## src/rtl/coin_acceptor.sv

```systemverilog
// Coin acceptor: synchronizes three slot sensors, debounces a single coin,
// rejects jams and queues accepted coins in a small FIFO paced by a gap counter.
module coin_acceptor #(
   parameter int DEBOUNCE = 4,
   parameter int GAP      = 1,
   parameter int DEPTH    = 4
) (
   input  logic       clk,
   input  logic       reset,
   input  logic       sense_q,
   input  logic       sense_h,
   input  logic       sense_d,
   input  logic       inhibit,
   output logic [2:0] coin,
   output logic       reject_coin,
   output logic       return_coin,
   output logic [2:0] fifo_count,
   output logic       busy
);

   typedef enum logic [1:0] {IDLE, QUALIFY, WAIT_RELEASE} state_t;

   state_t     state, next_state;
   logic [3:0] cnt, next_cnt;
   logic [2:0] code, next_code;
   logic       jam, accept;

   logic [2:0] sync1, sync2;
   logic       s_q, s_h, s_d;
   logic [2:0] s_vec;

   logic [2:0] mem [DEPTH];
   logic [1:0] wptr, rptr;
   logic [2:0] gap_cnt;
   logic       pop, push;

   always_ff @(posedge clk or negedge reset) begin
      if (!reset) begin
         sync1 <= '0;
         sync2 <= '0;
      end else begin
         sync1 <= {sense_d, sense_h, sense_q};
         sync2 <= sync1;
      end
   end

   assign s_q   = sync2[0];
   assign s_h   = sync2[1];
   assign s_d   = sync2[2];
   // Bit positions line up with the coin codes, so the vector is the code.
   assign s_vec = {s_d, s_h, s_q};

   always_ff @(posedge clk or negedge reset) begin
      if (!reset) begin
         state <= IDLE;
         cnt   <= '0;
         code  <= '0;
      end else begin
         state <= next_state;
         cnt   <= next_cnt;
         code  <= next_code;
      end
   end

   always_comb begin
      next_state = state;
      next_cnt   = cnt;
      next_code  = code;
      jam        = 1'b0;
      accept     = 1'b0;
      case (state)
         IDLE: begin
            if ($onehot(s_vec)) begin
               next_state = QUALIFY;
               next_cnt   = 4'd1;
               next_code  = s_vec;
            end else if (s_vec != 3'b000) begin
               next_state = WAIT_RELEASE;
               jam        = 1'b1;
            end
         end
         QUALIFY: begin
            // A second sensor wins over a debounce that completes this cycle.
            if ((s_vec & ~code) != 3'b000) begin
               jam        = 1'b1;
               next_state = WAIT_RELEASE;
               next_cnt   = '0;
            end else if ((s_vec & code) == 3'b000) begin
               next_state = IDLE;
               next_cnt   = '0;
            end else if (cnt + 4'd1 == 4'(DEBOUNCE)) begin
               accept     = 1'b1;
               next_state = WAIT_RELEASE;
               next_cnt   = '0;
            end else begin
               next_cnt   = cnt + 4'd1;
            end
         end
         WAIT_RELEASE: begin
            if (s_vec == 3'b000) next_state = IDLE;
         end
         default: next_state = IDLE;
      endcase
   end

   assign pop  = (fifo_count != 3'd0) && !inhibit && (gap_cnt == 3'd0);
   assign push = accept && ((fifo_count < 3'(DEPTH)) || pop);
   assign busy = (state != IDLE) || (fifo_count != 3'd0);

   always_ff @(posedge clk or negedge reset) begin
      if (!reset) begin
         for (int i = 0; i < DEPTH; i++) mem[i] <= '0;
         wptr        <= '0;
         rptr        <= '0;
         fifo_count  <= '0;
         gap_cnt     <= '0;
         coin        <= '0;
         reject_coin <= 1'b0;
         return_coin <= 1'b0;
      end else begin
         if (push) begin
            mem[wptr] <= code;
            wptr      <= wptr + 2'd1;
         end
         if (pop) rptr <= rptr + 2'd1;
         if (push && !pop)      fifo_count <= fifo_count + 3'd1;
         else if (pop && !push) fifo_count <= fifo_count - 3'd1;
         coin <= pop ? mem[rptr] : 3'b000;
         // Loading GAP at the pop means GAP idle cycles follow the pulse.
         if (pop)                  gap_cnt <= 3'(GAP);
         else if (gap_cnt != 3'd0) gap_cnt <= gap_cnt - 3'd1;
         reject_coin <= jam;
         return_coin <= accept && !push;
      end
   end

endmodule

```

## config.mk

```make
export PLATFORM = sky130hd
export DESIGN_NAME = coin_acceptor
export DESIGN_NICKNAME = d
export VERILOG_FILES = /design/src/rtl/coin_acceptor.sv
export SDC_FILE = /design/constraint.sdc
export NUM_CORES = 1
export LEC_CHECK = 0
export ABC_AREA = 1
export BUFFER_PORTS_ARGS = -buffer_cell sky130_fd_sc_hd__buf_2
export CAP_MARGIN = 5
export CORE_MARGIN = 4
export CORE_UTILIZATION = 52
export DETAILED_ROUTE_END_ITERATION = 6
export GPL_TIMING_DRIVEN = 0
export PLACE_DENSITY = 0.81
export SETUP_SLACK_MARGIN = 0.1
export SKIP_CTS_REPAIR_TIMING = 1
export SLEW_MARGIN = 20
export SYNTH_ARGS = -nofsm -noshare
export SYNTH_HDL_FRONTEND = slang
export SYNTH_SLANG_ARGS = --single-unit
```

## constraint.sdc

```tcl
create_clock -name clk -period 3.3 [get_ports clk]
set_input_delay 0.825 -clock clk [delete_from_list [all_inputs] [get_ports clk]]
set_output_delay 0.825 -clock clk [all_outputs]
set_load 0.005 [all_outputs]
```

[Yosys cells after proc, flatten, opt, wreduce, memory -nomap -nowiden]
Cells that the tools add are included.
W data, S select, Z words.
Storage, ports and cells
  register bits after elaboration: 42
  bits of input ports: 6
  output and inout bits: 9
Cells by class
  add/sub/neg operators: 8
  order comparisons: 4
  equality and inequality tests: 8
  muxes and demuxes: 31
  bitwise operators: 5
  reduce and logical (&&, ||, !) cells: 27
Operators with widths (number)
  $mux W3: 8
  $mux W4: 4
  $bwmux W12: 1
  $mux W2: 6
  $reduce_bool A3 Y1: 4
  $logic_not A3 Y1: 3
  $pmux W4 S2: 1
  $reduce_bool A2 Y1: 4
  $logic_and A1 B1 Y1: 7
  $mux W1: 7
  $and A3 B3 Y3: 2
  $bmux W3 S2: 1
  $demux W3 S2: 1
  $ge A3 B3 Y1 const B: 2
  $not A2 Y3: 2
  $pmux W2 S3: 1
  $sub A3 B1 Y3 const B: 2
  $add A2 B1 Y2 const B: 2
  $add A4 B1 Y4 const B: 1
  $eq A2 B1 Y1 const B: 2
  $eq A4 B3 Y1 const B: 1
  $ne A2 B2 Y1 const B: 2
  $ne A4 B4 Y1 const B: 1
  $reduce_and A2 Y1: 2
  13 further kinds: 16

[Logic depth before layout (Yosys ltp)]
  word-level depth: 11
  depth in mapped cells: 14
  mapped depth without buffers: 14

[Least setup slack after synthesis]
No wires, ideal clock.
  kind: input to register
  start: input inhibit
  end: register fifo_count[2]
  library setup time: 0.131 ns
  arrival time: 2.335 ns
  required time: 3.169 ns
  setup slack: 0.834 ns
  stages on the path: 12
  path buffers: 1
  cell sequence: inv_1 nand3_2 nand2_1 buf_2 nand2_1 inv_1 ha_1 inv_1 fa_1 a21oi_1 o21ai_0 xor2_1
On the way
  longest elaborated chain between the ends: 8
  elaborated cells between the ends (all ways): 11
Ends and longest elaborated chain
  start: declaration: RTL line 13  | input logic inhibit,
  $logic_not A1 Y1 (*): RTL line 106  | assign pop = (fifo_count != 3'd0) && !inhibit && (gap_cnt == 3'd0);
  $logic_and A1 B1 Y1 (*) (2 in a row): RTL line 106
  $logic_or A1 B1 Y1 (*): RTL line 107  | assign push = accept && ((fifo_count < 3'(DEPTH)) || pop);
  $logic_and A1 B1 Y1 (*): RTL line 107
  named net push: RTL line 35  | logic pop, push;
  $logic_not A1 Y1: RTL line 127  | else if (pop && !push) fifo_count <= fifo_count - 3'd1;
  $logic_and A1 B1 Y1: RTL line 127
  $reduce_bool A2 Y1 (no line)
  end signal: assignment: RTL line 126  | if (push && !pop) fifo_count <= fifo_count + 3'd1;
  end signal: assignment: RTL line 127
  end: declaration: RTL line 17  | output logic [2:0] fifo_count,
Mark *: on every way through the listed nets, which the timed path passes. The rest lies on a longest branch.
A chain may end at the register's enable or synchronous reset.

[Final worst setup path]
  start: register gap_cnt[0]
  end: register fifo_count[2]
On the way
  longest elaborated chain between the ends: 7
  elaborated cells between the ends (all ways): 10
Ends and longest elaborated chain
  start: declaration: RTL line 34  | logic [2:0] gap_cnt;
  start signal: assignment: RTL line 130  | if (pop) gap_cnt <= 3'(GAP);
  start signal: assignment: RTL line 131  | else if (gap_cnt != 3'd0) gap_cnt <= gap_cnt - 3'd1;
  $logic_not A3 Y1 (*): RTL line 106
  $logic_and A1 B1 Y1 (*): RTL line 106
  $logic_or A1 B1 Y1 (*): RTL line 107
  $logic_and A1 B1 Y1 (*): RTL line 107
  named net push: RTL line 35
  $logic_not A1 Y1: RTL line 127
  $logic_and A1 B1 Y1: RTL line 127
  $reduce_bool A2 Y1 (no line)
Marks and branches as above.

==> flow_summary.toml <==
[grt]
antenna_found_initial = 0
grt_usage_pct = 16.4
grt_pass1_wl_um = 6420
grt_pass1_vias = 1481
grt_start_max_net_pins = 43
overflow = 0

[logic_synthesis]
async_flop_share_pct = 100
synth_area_per_cell_um2 = 9.05
synth_nets = 241
ys_warn_count = 0
synth-edff-count = 0
syn_inst = 225
seq_area_frac_synth_pct = 51.6
ys_top_cells_by_area = "dfrtp_1 52%, nand2_1 11%, nand4_1 5.5%"
syn_area_mm2 = 0.00204
synth_common_cells = "61 x nand2_1, 42 x dfrtp_1, 26 x inv_1"
ys.flop_type = "dfrtp_1"
yosysTopAreaCell = "dfrtp_1"
yosys_register_bits = 42
synth_top_area_share_pct = 51.6
yosysUniqueCellTypes = 27
synth_most_common_cell = "nand2_1"

[route]
wl_um = 3650
dr.first_iter.drc_count = 134
wire_per_inst_um = 12.4
drc_errors = 0
vias_per_cell = 5.21
ant_nets = 0
dr.pass1.iters = 4
vias = 1537

[outcome]
status = "finished clean"

[worst_setup_path]
critPathMaxStageDelay_ns = 0.38
cp_slowest_cell = "dfrtp_1"
worstSetupPathType = "register to register"
r2r_end = "fifo_count[2]"
reg2reg_from = "gap_cnt[0]"
end_kind = "register"
crit_family = "adder cells"
path_buf_inv = 4
rrSetupSlack_ns = 0.65
r2r_cells = 14
critPathLaunchType = "register"
crit_fanout = 10
critPathArrivalTime_ns = 2.83
path_cells = "inv_1, ha_1, ha_1, nand3_2, nand2_1, buf_2, nand2_1, inv_1, ha_1, inv_1, fa_1, a21oi_1, o21ai_0, xor2_1"
required_ns = 3.48

[place]
dp_hpwl_um = 2670
gp_congestion = 0.785
place_ws_ns = 0.512
port_buffers = 14

[flow_run]
maxCapViolCount = 0

[pwr]
peakVddDrop_v = 0.000393
total_power_w = 0.00154
combinationalPowerShare_pct = 31.4
leakage_nw = 1.20
power.switching_w = 0.000567
p_per_area_mw_per_mm2 = 682
pwr-share-clk_pct = 21.8
swShare_pct = 36.8
p_int_w = 0.000972
p_seq_share_pct = 46.8

[layout]
fillCellCount = 324
fin_nets = 262
area_delta_synth_final_pct = 10.9
n_antenna_cell = 0
layout-drive-gt1-share_pct = 13.8

[clock_tree]
cts.clk_slew.worst_paths_ns = 0.08
clockBufferDepth = 2
cts_tree = "yes"
clkLatencyLatePin_ns = 0.30
htreeDepth = 2
cts-root-buf = "clkbuf_8"
cts_num_sinks = 42
numCtsBuffers = 5

[worst_hold_path]
hold-path-endpoint = "s_vec[0]"
min_from = "sync1[0]"
min_path_type = "register to register"
holdPathStages = 0

[floorplan]
die_h_um = 70.6
core-area_mm2 = 0.00372
die_w_um = 70.6
initial_utilization_pct = 54.8
die_area_mm2 = 0.00498
fp-row-count = 22
ios = 15

[timing]
min_period_ns = 2.65
hold_violations = 0
drv_slew = 0
worst_pin_slew_ns = 0.884
max_slew_margin_pct = 41.0
rsz0062_at_grt = "false"
fmax_ghz = 0.377
fin_skew_ns = 0.00899
finalSetupTns_ns = 0
fin_crit_sh_pct = 80.4
setup_viol = 0
holdWs_ns = 0.351
layout_setup_ws_ns = 0.646
-- layout by cell type (no fill, tap or decap), types with 6 or more instances in the layout --
cell / count
buf_2: 16
nand3_1: 8
o21ai_0: 15
nand2_1: 61
dfrtp_1: 42
inv_1: 26
nor2_1: 16
nand4_1: 18
clkbuf_8: 6
ha_1: 8
-- per-layer routing --
metal	global-route usage, %	wire length (um)	up-vias
met5	0	0	-
met4	6.68	61	0
met3	5.97	199	8
met2	26.8	1790	36
met1	19.8	1600	712
li1	-	-	781
-- cells by family after synthesis --
group           after synthesis  synth area share [%]
flops                        42                  51.6
xor+xnor                      4                  1.72
fa+ha+maj                    10                  6.88
mux                           1                 0.553
compound gates               25                  6.39
buf+inv                      30                  6.21
simple gates                113                  26.6
-- power groups by stage --
| stage | Combinational [W] | Sequential, W | Clock (W) |
|---|---|---|---|
| after floorplan | 0.000362 | 0.000710 | 0 |
| after global placement | 0.000466 | 0.000724 | 0 |
| after detailed placement | 0.000484 | 0.000730 | 0 |
| after CTS | 0.000489 | 0.000720 | 0.000347 |
| after global routing | 0.000567 | 0.000739 | 0.000369 |
| final | 0.000483 | 0.000721 | 0.000335 |
-- flip-flops by register name (all words and copies together) (netlist names) --
signal and count:
cnt 4, code 3, coin 3, fifo_count 3
gap_cnt 3, mem 12, reject_coin 1, return_coin 1
rptr 2, s_vec 3, state 2, sync1 3
wptr 2
-- metrics by stage --
step           std cells  instance area, um^2  utilization [%]
6_report             295                 2260             60.7
5_1_grt              295                 2260             60.7
4_1_cts              295                 2260             60.7
3_5_place_dp         287                 2170             58.3
3_3_place_gp         287                 2170             58.3
2_1_floorplan        225                 2040                -
-- layout make-up --
| class | instances | area, um^2 | share of cell area [%] |
|---|---|---|---|
| clock buffer | 7 | 86.3 | 3.82 |
| sequential | 42 | 1050 | 46.6 |
| clock inverter | 1 | 5.00 | 0.222 |
| buffer | 3 | 25.0 | 1.11 |
| inverter | 27 | 101 | 4.49 |
| multi-input combinational | 153 | 858 | 38.0 |
| tap | 48 | 60.1 | 2.66 |
| timing repair buffer | 14 | 70.1 | 3.10 |
-- how the worst max path moves through the flow --
| stage | startpoint | to | slack, ns | cells after the start |
|---|---|---|---|---|
| 3_5_place_dp | inhibit | fifo_count[2] | 0.51 | 13 |
| 3_3_place_gp | inhibit | fifo_count[2] | 0.56 | 13 |
| 5_1_grt | gap_cnt[0] | fifo_count[2] | 0.39 | 14 |
| 4_1_cts | gap_cnt[0] | fifo_count[2] | 0.64 | 14 |
| 2_1_floorplan | inhibit | fifo_count[2] | 0.83 | 12 |
| 6_report | gap_cnt[0] | fifo_count[2] | 0.65 | 14 |
Power figures use the tool's default switching activity.
